`config.mk`:
```
export PLATFORM = sky130hd
export DESIGN_NAME = mlp_test_sequencer_flat
export DESIGN_NICKNAME = d
export VERILOG_FILES = /design/src/rtl/mlp_eval_pkg.sv /design/src/rtl/mlp_test_sequencer_if.sv /design/src/rtl/mlp_onehot_decode.sv /design/src/rtl/mlp_test_sequencer.sv /design/src/flat_wrapper.sv
export SDC_FILE = /design/constraint.sdc
export NUM_CORES = 1
export LEC_CHECK = 0
export CORE_ASPECT_RATIO = 0.8
export CORE_MARGIN = 1
export CORE_UTILIZATION = 49
export DETAILED_ROUTE_END_ITERATION = 7
export HOLD_SLACK_MARGIN = 0.15
export PLACE_DENSITY = 0.88
export SYNTH_ARGS = -nofsm -noshare
export SYNTH_HDL_FRONTEND = slang
export SYNTH_SLANG_ARGS = --single-unit
```
`constraint.sdc`:
```
create_clock -name clk -period 4.3 [get_ports clk]
set_input_delay 0.645 -clock clk [delete_from_list [all_inputs] [get_ports clk]]
set_output_delay 0.645 -clock clk [all_outputs]
set_load 0.01 [all_outputs]
```
`src/rtl/mlp_eval_pkg.sv`:
```
// Shared types and defaults for the MLP test sequencer.
package mlp_eval_pkg;

  localparam int NUM_CLASSES_DEF = 10;
  localparam int SCORE_W_DEF     = 8;

  localparam logic [3:0] CLASS_NONE = 4'hF;

  typedef enum logic [2:0] {
    IDLE   = 3'd0,
    LAUNCH = 3'd1,
    WAIT   = 3'd2,
    EVAL   = 3'd3,
    NEXT   = 3'd4,
    DONE   = 3'd5
  } state_e;

endpackage

```
`src/rtl/mlp_test_sequencer_if.sv`:
```
// Handshake and result bus between the sequencer and the MLP core.
interface mlp_test_sequencer_if
  import mlp_eval_pkg::*;
#(
  parameter int NUM_CLASSES = NUM_CLASSES_DEF,
  parameter int SCORE_W     = SCORE_W_DEF
);

  logic                           mlp_start;
  logic                           mlp_done;
  logic [NUM_CLASSES-1:0]         mlp_maxi;
  logic [NUM_CLASSES*SCORE_W-1:0] mlp_answer;

  modport master (
    output mlp_start,
    input  mlp_done,
    input  mlp_maxi,
    input  mlp_answer
  );

  modport slave (
    input  mlp_start,
    output mlp_done,
    output mlp_maxi,
    output mlp_answer
  );

endinterface

```
`src/rtl/mlp_onehot_decode.sv`:
```
// Decodes the MLP argmax vector into a class index; the lowest set bit wins
// when the vector is not strictly one-hot.
module mlp_onehot_decode
  import mlp_eval_pkg::*;
#(
  parameter int NUM_CLASSES = NUM_CLASSES_DEF
) (
  input  logic [NUM_CLASSES-1:0] maxi,
  output logic [3:0]             class_idx,
  output logic                   exactly_one,
  output logic                   none
);

  localparam logic [NUM_CLASSES-1:0] LSB_ONE = {{(NUM_CLASSES-1){1'b0}}, 1'b1};

  // Priority scan from the top so the lowest set index is the last writer
  always_comb begin
    class_idx = CLASS_NONE;
    for (int i = NUM_CLASSES - 1; i >= 0; i--) begin
      if (maxi[i]) begin
        class_idx = 4'(i);
      end else begin
        class_idx = class_idx;
      end
    end
    none        = (maxi == '0);
    exactly_one = !none && ((maxi & (maxi - LSB_ONE)) == '0);
  end

endmodule

```
`src/rtl/mlp_test_sequencer.sv`:
```
// Steps the MLP through the test set, scores each prediction against the
// label ROM and keeps accuracy counters plus sticky error flags.
module mlp_test_sequencer
  import mlp_eval_pkg::*;
#(
  parameter int N_SAMPLES   = 750,
  parameter int NUM_CLASSES = NUM_CLASSES_DEF,
  parameter int SCORE_W     = SCORE_W_DEF,
  parameter int IDX_W       = 10,
  parameter int TIMEOUT     = 4096
) (
  input  logic                 clk,
  input  logic                 rst_n,
  input  logic                 run,
  input  logic [3:0]           label,
  mlp_test_sequencer_if.master mlp,
  output logic [IDX_W-1:0]     sample_idx,
  output logic                 pred_valid,
  output logic [3:0]           pred_class,
  output logic [SCORE_W-1:0]   pred_score,
  output logic [IDX_W-1:0]     correct_cnt,
  output logic [IDX_W-1:0]     total_cnt,
  output logic                 busy,
  output logic                 finished,
  output logic                 onehot_err,
  output logic                 timeout_err
);

  localparam int              WD_W     = (TIMEOUT > 1) ? $clog2(TIMEOUT) : 1;
  localparam logic [WD_W-1:0] WD_LAST  = WD_W'(TIMEOUT - 1);
  localparam logic [WD_W-1:0] WD_ONE   = WD_W'(1);
  localparam logic [IDX_W-1:0] IDX_LAST = IDX_W'(N_SAMPLES - 1);
  localparam logic [IDX_W-1:0] IDX_ONE  = IDX_W'(1);
  localparam logic [4:0]      NC5      = 5'(NUM_CLASSES);

  state_e             state_q, state_d;
  logic [WD_W-1:0]    wd_q, wd_d;
  logic [IDX_W-1:0]   idx_q, idx_d, correct_q, correct_d, total_q, total_d;
  logic [3:0]         pred_class_q, pred_class_d;
  logic [SCORE_W-1:0] pred_score_q, pred_score_d, score_s;
  logic               pred_valid_q, pred_valid_d, start_q, start_d;
  logic               busy_q, busy_d, finished_q, finished_d;
  logic               onehot_err_q, onehot_err_d, timeout_err_q, timeout_err_d;
  logic               done_q;
  logic [3:0]         dec_class_s;
  logic               exactly_one_s, none_s, done_edge_s, match_s;

  mlp_onehot_decode #(.NUM_CLASSES(NUM_CLASSES)) u_decode (
    .maxi        (mlp.mlp_maxi),
    .class_idx   (dec_class_s),
    .exactly_one (exactly_one_s),
    .none        (none_s)
  );

  // Score of the decoded class; stays zero when no class was decoded
  always_comb begin
    score_s = '0;
    for (int i = 0; i < NUM_CLASSES; i++) begin
      score_s = score_s | (mlp.mlp_answer[i*SCORE_W +: SCORE_W] & {SCORE_W{dec_class_s == 4'(i)}});
    end
  end

  assign done_edge_s = mlp.mlp_done & ~done_q;
  assign match_s     = exactly_one_s && ({1'b0, label} < NC5) && (dec_class_s == label);

  // Next-state and next-output logic
  always_comb begin
    state_d       = state_q;
    wd_d          = wd_q;
    idx_d         = idx_q;
    correct_d     = correct_q;
    total_d       = total_q;
    pred_class_d  = pred_class_q;
    pred_score_d  = pred_score_q;
    pred_valid_d  = 1'b0;
    start_d       = 1'b0;
    onehot_err_d  = onehot_err_q;
    timeout_err_d = timeout_err_q;
    case (state_q)
      IDLE, DONE: begin
        if (run) begin
          state_d       = LAUNCH;
          start_d       = 1'b1;
          idx_d         = '0;
          correct_d     = '0;
          total_d       = '0;
          onehot_err_d  = 1'b0;
          timeout_err_d = 1'b0;
        end else begin
          state_d = state_q;
        end
      end
      LAUNCH: begin
        wd_d    = '0;
        state_d = WAIT;
      end
      WAIT: begin
        // A fresh done edge takes priority over watchdog expiry
        if (done_edge_s) begin
          state_d      = EVAL;
          pred_valid_d = 1'b1;
          pred_class_d = dec_class_s;
          pred_score_d = score_s;
          total_d      = total_q + IDX_ONE;
          correct_d    = match_s ? (correct_q + IDX_ONE) : correct_q;
          onehot_err_d = onehot_err_q | ~exactly_one_s;
        end else if (wd_q == WD_LAST) begin
          state_d       = DONE;
          timeout_err_d = 1'b1;
        end else begin
          wd_d = wd_q + WD_ONE;
        end
      end
      EVAL: begin
        state_d = NEXT;
      end
      NEXT: begin
        if (idx_q == IDX_LAST) begin
          state_d = DONE;
        end else begin
          state_d = LAUNCH;
          start_d = 1'b1;
          idx_d   = idx_q + IDX_ONE;
        end
      end
      default: begin
        state_d = IDLE;
      end
    endcase
    busy_d     = (state_d == LAUNCH) || (state_d == WAIT) || (state_d == EVAL) || (state_d == NEXT);
    finished_d = (state_d == DONE);
  end

  // State, counters and registered outputs
  always_ff @(posedge clk or negedge rst_n) begin
    if (!rst_n) begin
      state_q       <= IDLE;
      wd_q          <= '0;
      idx_q         <= '0;
      correct_q     <= '0;
      total_q       <= '0;
      pred_class_q  <= 4'h0;
      pred_score_q  <= '0;
      pred_valid_q  <= 1'b0;
      start_q       <= 1'b0;
      busy_q        <= 1'b0;
      finished_q    <= 1'b0;
      onehot_err_q  <= 1'b0;
      timeout_err_q <= 1'b0;
      done_q        <= 1'b0;
    end else begin
      state_q       <= state_d;
      wd_q          <= wd_d;
      idx_q         <= idx_d;
      correct_q     <= correct_d;
      total_q       <= total_d;
      pred_class_q  <= pred_class_d;
      pred_score_q  <= pred_score_d;
      pred_valid_q  <= pred_valid_d;
      start_q       <= start_d;
      busy_q        <= busy_d;
      finished_q    <= finished_d;
      onehot_err_q  <= onehot_err_d;
      timeout_err_q <= timeout_err_d;
      done_q        <= mlp.mlp_done;
    end
  end

  assign mlp.mlp_start = start_q;
  assign sample_idx    = idx_q;
  assign pred_valid    = pred_valid_q;
  assign pred_class    = pred_class_q;
  assign pred_score    = pred_score_q;
  assign correct_cnt   = correct_q;
  assign total_cnt     = total_q;
  assign busy          = busy_q;
  assign finished      = finished_q;
  assign onehot_err    = onehot_err_q;
  assign timeout_err   = timeout_err_q;

endmodule
```
`src/flat_wrapper.sv`:
```
// flat-port wrapper written by rule: the top's interface ports become plain ports
module mlp_test_sequencer_flat import mlp_eval_pkg::*;
#(
  parameter int N_SAMPLES   = 750,
  parameter int NUM_CLASSES = NUM_CLASSES_DEF,
  parameter int SCORE_W     = SCORE_W_DEF,
  parameter int IDX_W       = 10,
  parameter int TIMEOUT     = 4096
)
  (clk, rst_n, run, label, sample_idx, pred_valid, pred_class, pred_score, correct_cnt, total_cnt, busy, finished, onehot_err, timeout_err, mlp_mlp_start, mlp_mlp_done, mlp_mlp_maxi, mlp_mlp_answer);
  mlp_test_sequencer_if #(.NUM_CLASSES(NUM_CLASSES), .SCORE_W(SCORE_W)) mlp_i ();
  input  logic clk;
  input  logic rst_n;
  input  logic run;
  input  logic [3:0] label;
  output logic [IDX_W-1:0] sample_idx;
  output logic pred_valid;
  output logic [3:0] pred_class;
  output logic [SCORE_W-1:0] pred_score;
  output logic [IDX_W-1:0] correct_cnt;
  output logic [IDX_W-1:0] total_cnt;
  output logic busy;
  output logic finished;
  output logic onehot_err;
  output logic timeout_err;
  output wire logic [$bits(mlp_i.mlp_start)-1:0] mlp_mlp_start;
  input wire logic [$bits(mlp_i.mlp_done)-1:0] mlp_mlp_done;
  input wire logic [$bits(mlp_i.mlp_maxi)-1:0] mlp_mlp_maxi;
  input wire logic [$bits(mlp_i.mlp_answer)-1:0] mlp_mlp_answer;
  assign mlp_mlp_start = mlp_i.mlp_start;
  assign mlp_i.mlp_done = mlp_mlp_done;
  assign mlp_i.mlp_maxi = mlp_mlp_maxi;
  assign mlp_i.mlp_answer = mlp_mlp_answer;
  mlp_test_sequencer #(.N_SAMPLES(N_SAMPLES), .NUM_CLASSES(NUM_CLASSES), .SCORE_W(SCORE_W), .IDX_W(IDX_W), .TIMEOUT(TIMEOUT)) u_core (.clk(clk), .rst_n(rst_n), .run(run), .label(label), .mlp(mlp_i), .sample_idx(sample_idx), .pred_valid(pred_valid), .pred_class(pred_class), .pred_score(pred_score), .correct_cnt(correct_cnt), .total_cnt(total_cnt), .busy(busy), .finished(finished), .onehot_err(onehot_err), .timeout_err(timeout_err));
endmodule
```
# Word-level counts from Yosys, hierarchy flattened
# Index checks and enable logic that the tools add are counted.
# classes
n_addsub,5
mul,0
div,0
order_cmp,1
eq_ne,29
shifts,0
muxes,37
n_bitwise,24
n_reduce_logical,21
# ops
operator,n
AND 8 bit,10
OR 8 bit,9
one-hot mux 10 bit (2 select lines),3
two-way mux 10 bit,5
two-way mux 4 bit,9
adder 10 x 1 -> 10 bit (second input constant),3
two-way mux 12 bit,2
one-hot mux 12 bit (2 select lines),1
logical NOT 10 bit,2
== test 4 x 3 -> 1 bit (second input constant),4
two-way mux 3 bit,5
one-hot mux 3 bit (5 select lines),1
adder 12 x 1 -> 12 bit (second input constant),1
== test 12 bit (second input constant),1
== test 3 x 2 -> 1 bit (second input constant),4
== test 3 bit (second input constant),4
AND 10 bit,1
== test 10 bit (second input constant),1
subtractor 10 x 1 -> 10 bit (second input constant),1
AND reduction 3 bit,3
== test 4 x 2 -> 1 bit (second input constant),2
== test 4 bit (second input constant),2
two-way mux 1 bit,8
inequality test 2 bit (second input constant),4
other kinds (18),31
# totals
reg_bits,64
latchBits,0
ramBits,0
mem_bits_ro,0
in_bits,98
output_inout_bits,48
word_cells,131
mem_count,0

# Logic depth before layout (Yosys ltp)
# logic_depth
depth_word,21
mapped_depth,9
depth_no_buf,8

# Hierarchy
# Synthesis repeated with hierarchy kept, for this count alone.
# hier_totals
hier_cells,457
area_unflattened_um2,3990.1
# modules_own_cells
module,n_inst,cells_each,area_per_inst_um2,seq_area_each_um2
mlp_test_sequencer,1,424,3791.1,1601.5
mlp_onehot_decode,1,33,198.9,0.0

# Worst setup path before layout
# OpenSTA, ideal clock, no wires.
# synth_path
path_type,input to register
startpoint,in mlp_mlp_maxi[3]
endpoint,reg u_core.correct_q[0] (netlist: u_core.correct_cnt[0])
setup_time_ns,0.130
arrival_ns,2.708
t_required_ns,4.170
path_slack_ns,1.462
stages,9
path_buffers,3
path_cell_list,buf_6 > or4_4 > buf_6 > nor4_2 > a211oi_1 > o41a_1 > buf_6 > or4_4 > mux2i_1
# synth_between
elab_chain_cells,8
word_cells_on_any_way,15
classes_between,1 x add/sub; 2 x eq/ne; 4 x mux; 1 x bitwise; 7 x reduce/logical
# synth_lines
item,line,text
start: declaration,flat_wrapper.sv:28,input wire logic [$bits(mlp_i.mlp_maxi)-1:0] mlp_mlp_maxi;
subtractor 10 x 1 -> 10 bit or two-way mux 4 bit (tied branches),"mlp_onehot_decode.sv:27, mlp_onehot_decode.sv:20",
AND 10 bit or two-way mux 4 bit (tied branches),"mlp_onehot_decode.sv:27, mlp_onehot_decode.sv:20",
logical NOT 10 bit or two-way mux 4 bit (tied branches),"mlp_onehot_decode.sv:27, mlp_onehot_decode.sv:20",
logical AND 1 bit or two-way mux 4 bit (tied branches),"mlp_onehot_decode.sv:27, mlp_onehot_decode.sv:20",
logical AND 1 bit or == test 4 bit (tied branches),mlp_test_sequencer.sv:64,"assign match_s = exactly_one_s && ({1'b0, label} < NC5) && (dec_class_s == label);"
logical AND 1 bit (*),mlp_test_sequencer.sv:64,
inequality test 2 x 1 -> 1 bit (no line) (*),--,
AND reduction 4 bit (no line) (*),--,
end signal: assignment,mlp_test_sequencer.sv:155,correct_q <= correct_d;
end: declaration,mlp_test_sequencer.sv:38,"logic [IDX_W-1:0] idx_q, idx_d, correct_q, correct_d, total_q, total_d;"
# Every way passes the cells marked *; elsewhere a longest branch is shown, timed or not.
# A chain may end at the register's enable or synchronous reset.

# Worst setup path in the final report
# layout_path
startpoint,in mlp_mlp_maxi[0]
endpoint,reg u_core.correct_q[0] (netlist: u_core.correct_cnt[0])
# layout_between
elab_chain_cells,8
word_cells_on_any_way,12
classes_between,1 x add/sub; 2 x eq/ne; 1 x mux; 1 x bitwise; 7 x reduce/logical
# layout_lines
item,line,text
subtractor 10 x 1 -> 10 bit,mlp_onehot_decode.sv:27,exactly_one = !none && ((maxi & (maxi - LSB_ONE)) == '0);
AND 10 bit,mlp_onehot_decode.sv:27,
logical NOT 10 bit,mlp_onehot_decode.sv:27,
logical AND 1 bit,mlp_onehot_decode.sv:27,
logical AND 1 bit,mlp_test_sequencer.sv:64,
logical AND 1 bit (*),mlp_test_sequencer.sv:64,
inequality test 2 x 1 -> 1 bit (no line) (*),--,
AND reduction 4 bit (no line) (*),--,
# Marks and branches as above.

==> impl_metrics.yaml <==
die:
  ios: 146
  die_w_um: 104
  dieArea_um2: 8690
  num_rows: 29
  coreArea_um2: 7980
  die_y_um: 83.6
  start_util: 0.511
logic_synthesis:
  async_reset_ff_frac: 1.00
  synth-seq-area-share: 0.393
  ys.flop_type: "dfrtp_1"
  synth_cells: 471
  yosysTopAreaCellShare: 0.393
  syn_nets: 574
  ys_types: 49
  synth_area_um2: 4080
  synth-edff-count: 0
  yosysWarningCount: 0
  ys_ff_latch: 64
  syn_area_per_cell_um2: 8.66
  synthTopCellsByArea: "dfrtp_1 39%, nor2_1 4.6%, nand2_1 4.2%, nand3_1 3.3%, mux2i_1 3.2%"
  synth_top_area_cell: "dfrtp_1"
detailed_routing:
  dr.pass1.iters: 5
  vias: 4153
  drt_wl_total_um: 11900
  via_per_inst: 5.76
  drc: 0
  drt_iter0_drc: 284
  avgRoutedWirePerCell_um: 16.5
  ant_nets: 0
power:
  power.switching_mw: 0.690
  power.internal_mw: 1.32
  switching_share: 0.342
  seqPwrFrac: 0.392
  p_clk_frac: 0.256
  p_per_area_nw_per_um2: 348
  report.power.total_mw: 2.02
  p_comb_frac: 0.352
  power_leakage_nw: 2.29
  vdd_drop_max_mv: 0.222
worst_setup_path:
  path_buf_inv: 2
  start_kind: "input port"
  critPathMostFrequentCell: "or4_4"
  rr_endpoint: "u_core.sample_idx[6]"
  cp_data_arrival_time_ns: 3.32
  cp_slowest_stage_delay_ns: 0.61
  cp-end-kind: "flip-flop"
  required_ns: 4.52
  r2r_slack_ns: 1.71
  worstPathMaxFanout: 21
  cp_top_family: "simple AND/OR/NAND/NOR gates"
  path_cells: "clkdlybuf4s50_1 -> buf_4 -> or4_4 -> nor4_2 -> a211oi_1 -> o41a_1 -> or4_4 -> mux2i_1"
  criticalPathCategory: "input port to flip-flop"
  cp_slowest_cell: "or4_4"
  rr_worst_depth: 8
  r2r_start: "u_core.sample_idx[1]"
timing:
  finalCritPeriodShare: 0.719
  hold_ws_ns: 0.344
  tightestPinTransition_ns: 1.09
  timing.final.crit_period_ns: 3.09
  finalMaxSlewViolations: 0
  tns_ns: 0
  setup_ws_ns: 1.21
  max_slew_margin: 0.270
  rsz0062_at_grt: "no"
  max_freq_mhz: 323
  setup_viol: 0
  skew_ns: 0.0102
  final-hold-violation-count: 0
clock_tree:
  hold_buffers: 0
  cts_buffer_depth: 2
  post-cts-setup-buffers: 0
  cts_tree: "done"
  numCtsBuffers: 9
  cts_resized: 0
  clk_latency_ns: 0.34
  clk_pin_slew_ns: 0.07
  cts_root_buf: "clkbuf_8"
  clock-sinks: 64
  htree_levels: 3
status:
  status: "finished clean"
finish:
  utilization: 0.726
  layout.cells.most_common: "clkdlybuf4s50_1"
  syn_to_final_growth_pct: 42.2
  drive_above_1_share: 0.0685
  final_cell_mix: "144 x clkdlybuf4s50_1, 64 x dfrtp_1, 50 x nor2_1, 46 x nand2_1, 27 x nand3_1"
  fin_nets: 711
  antennaDiodeCount: 0
global_routing:
  grt_first_pass_wirelength_um: 19600
  grt_max_degree: 35
  grt_pass1_vias: 3966
  antenna_found_initial: 0
  grt_usage: 0.282
  grt-ovfl-total: 0
flow_run:
  drv_cap: 0
placed_design:
  io_buffers: 145
  place_hpwl_um: 8940
  dpl_worst_slack_ns: 0.869
  routabilityCongestion: 0.906
worst_hold_path:
  min_path_type: "input port to asynchronous set/reset pin"
==> flip-flops by register name (all words and copies together), names as in the netlist <==
name / flops
u_core.wd_q: 12
u_core.correct_cnt: 10
u_core.sample_idx: 10
u_core.total_cnt: 10
u_core.pred_score: 8
u_core.pred_class: 4
u_core.state_q: 3
u_core.busy: 1
u_core.done_q: 1
u_core.finished: 1
u_core.mlp.mlp_start: 1
u_core.onehot_err: 1
u_core.pred_valid: 1
u_core.timeout_err: 1
==> through the flow <==
stage	instance area [µm²]	cells
final	5800	721
after global routing	5800	721
after detailed placement	5600	705
after CTS	5800	721
after floorplan	4080	471
after global placement	5600	705
==> per-layer routing <==
layer | track usage | up-vias | share of wire | wire [µm]
li1 | - | 1982 | - | -
met1 | 0.383 | 1988 | 0.45 | 5340
met2 | 0.448 | 154 | 0.47 | 5580
met3 | 0.0546 | 29 | 0.055 | 650
met4 | 0.103 | 0 | 0.028 | 334
met5 | 0 | - | 0 | 0
==> worst register-to-register path: stages (launching register included) <==
cell and delay [ns]:
dfrtp_1 0.44, inv_1 0.08, ha_1 0.13, nand4_1 0.16
o31ai_1 0.94, a211oi_1 0.30, nand3_1 0.18, xor2_1 0.16
nor2_1 0.06
==> worst max path at each step <==
stage,startpoint,endpoint,slack [ns],depth (start not counted)
floorplan,mlp_mlp_maxi[3],u_core.correct_cnt[0],1.46,9
global placement,mlp_mlp_maxi[0],u_core.correct_cnt[0],0.90,8
detailed placement,mlp_mlp_maxi[0],u_core.correct_cnt[0],0.87,8
CTS,mlp_mlp_maxi[0],u_core.correct_cnt[0],1.23,8
global route,mlp_mlp_maxi[0],u_core.correct_cnt[3],1.14,8
finish,mlp_mlp_maxi[0],u_core.correct_cnt[0],1.21,8
==> logic make-up (layout without fill, tap and decap cells) <==
| family | count (synthesis) | after routing | synth area share |
|---|---|---|---|
| fa+ha+maj | 6 | 6 | 0.0178 |
| flops | 64 | 64 | 0.393 |
| compound gates | 91 | 91 | 0.152 |
| simple gates | 222 | 222 | 0.280 |
| buf+inv | 39 | 181 | 0.0414 |
| mux | 23 | 23 | 0.0595 |
| xor+xnor | 26 | 26 | 0.0558 |
==> power by group through the flow <==
stage | Clock, mW | Combinational [mW] | Sequential (mW)
final | 0.517 | 0.708 | 0.790
after CTS | 0.525 | 0.709 | 0.787
after global routing | 0.551 | 0.770 | 0.801
after global placement | 0 | 0.684 | 0.791
after detailed placement | 0 | 0.703 | 0.798
after floorplan | 0 | 0.346 | 0.794
==> Yosys cell counts, types with 4 or more instances <==
cell / instances
ha_1: 5
o21ai_0: 21
xor2_1: 12
a211oi_1: 6
nor2b_1: 14
a21oi_1: 17
nor4_1: 11
a22oi_1: 6
xnor2_1: 14
and4_1: 5
nor3b_1: 8
o21a_1: 5
nor3_1: 20
nand4_1: 8
dfrtp_1: 64
inv_1: 11
nand3_1: 27
nor2_1: 50
a221oi_1: 13
o311ai_0: 6
mux2i_1: 13
clkbuf_1: 22
nand2b_1: 11
o21bai_1: 4
mux2_2: 10
nand2_1: 46
and3_1: 5
==> cell type report <==
type,count,area (µm²)
fill,601,2190
sequential,64,1600
clock inverter,5,56.3
timing repair buffer,154,1510
clock buffer,11,141
multi-input combinational,368,2310
tap,108,135
inverter,11,41.3
(Power assumes the default switching activity.)
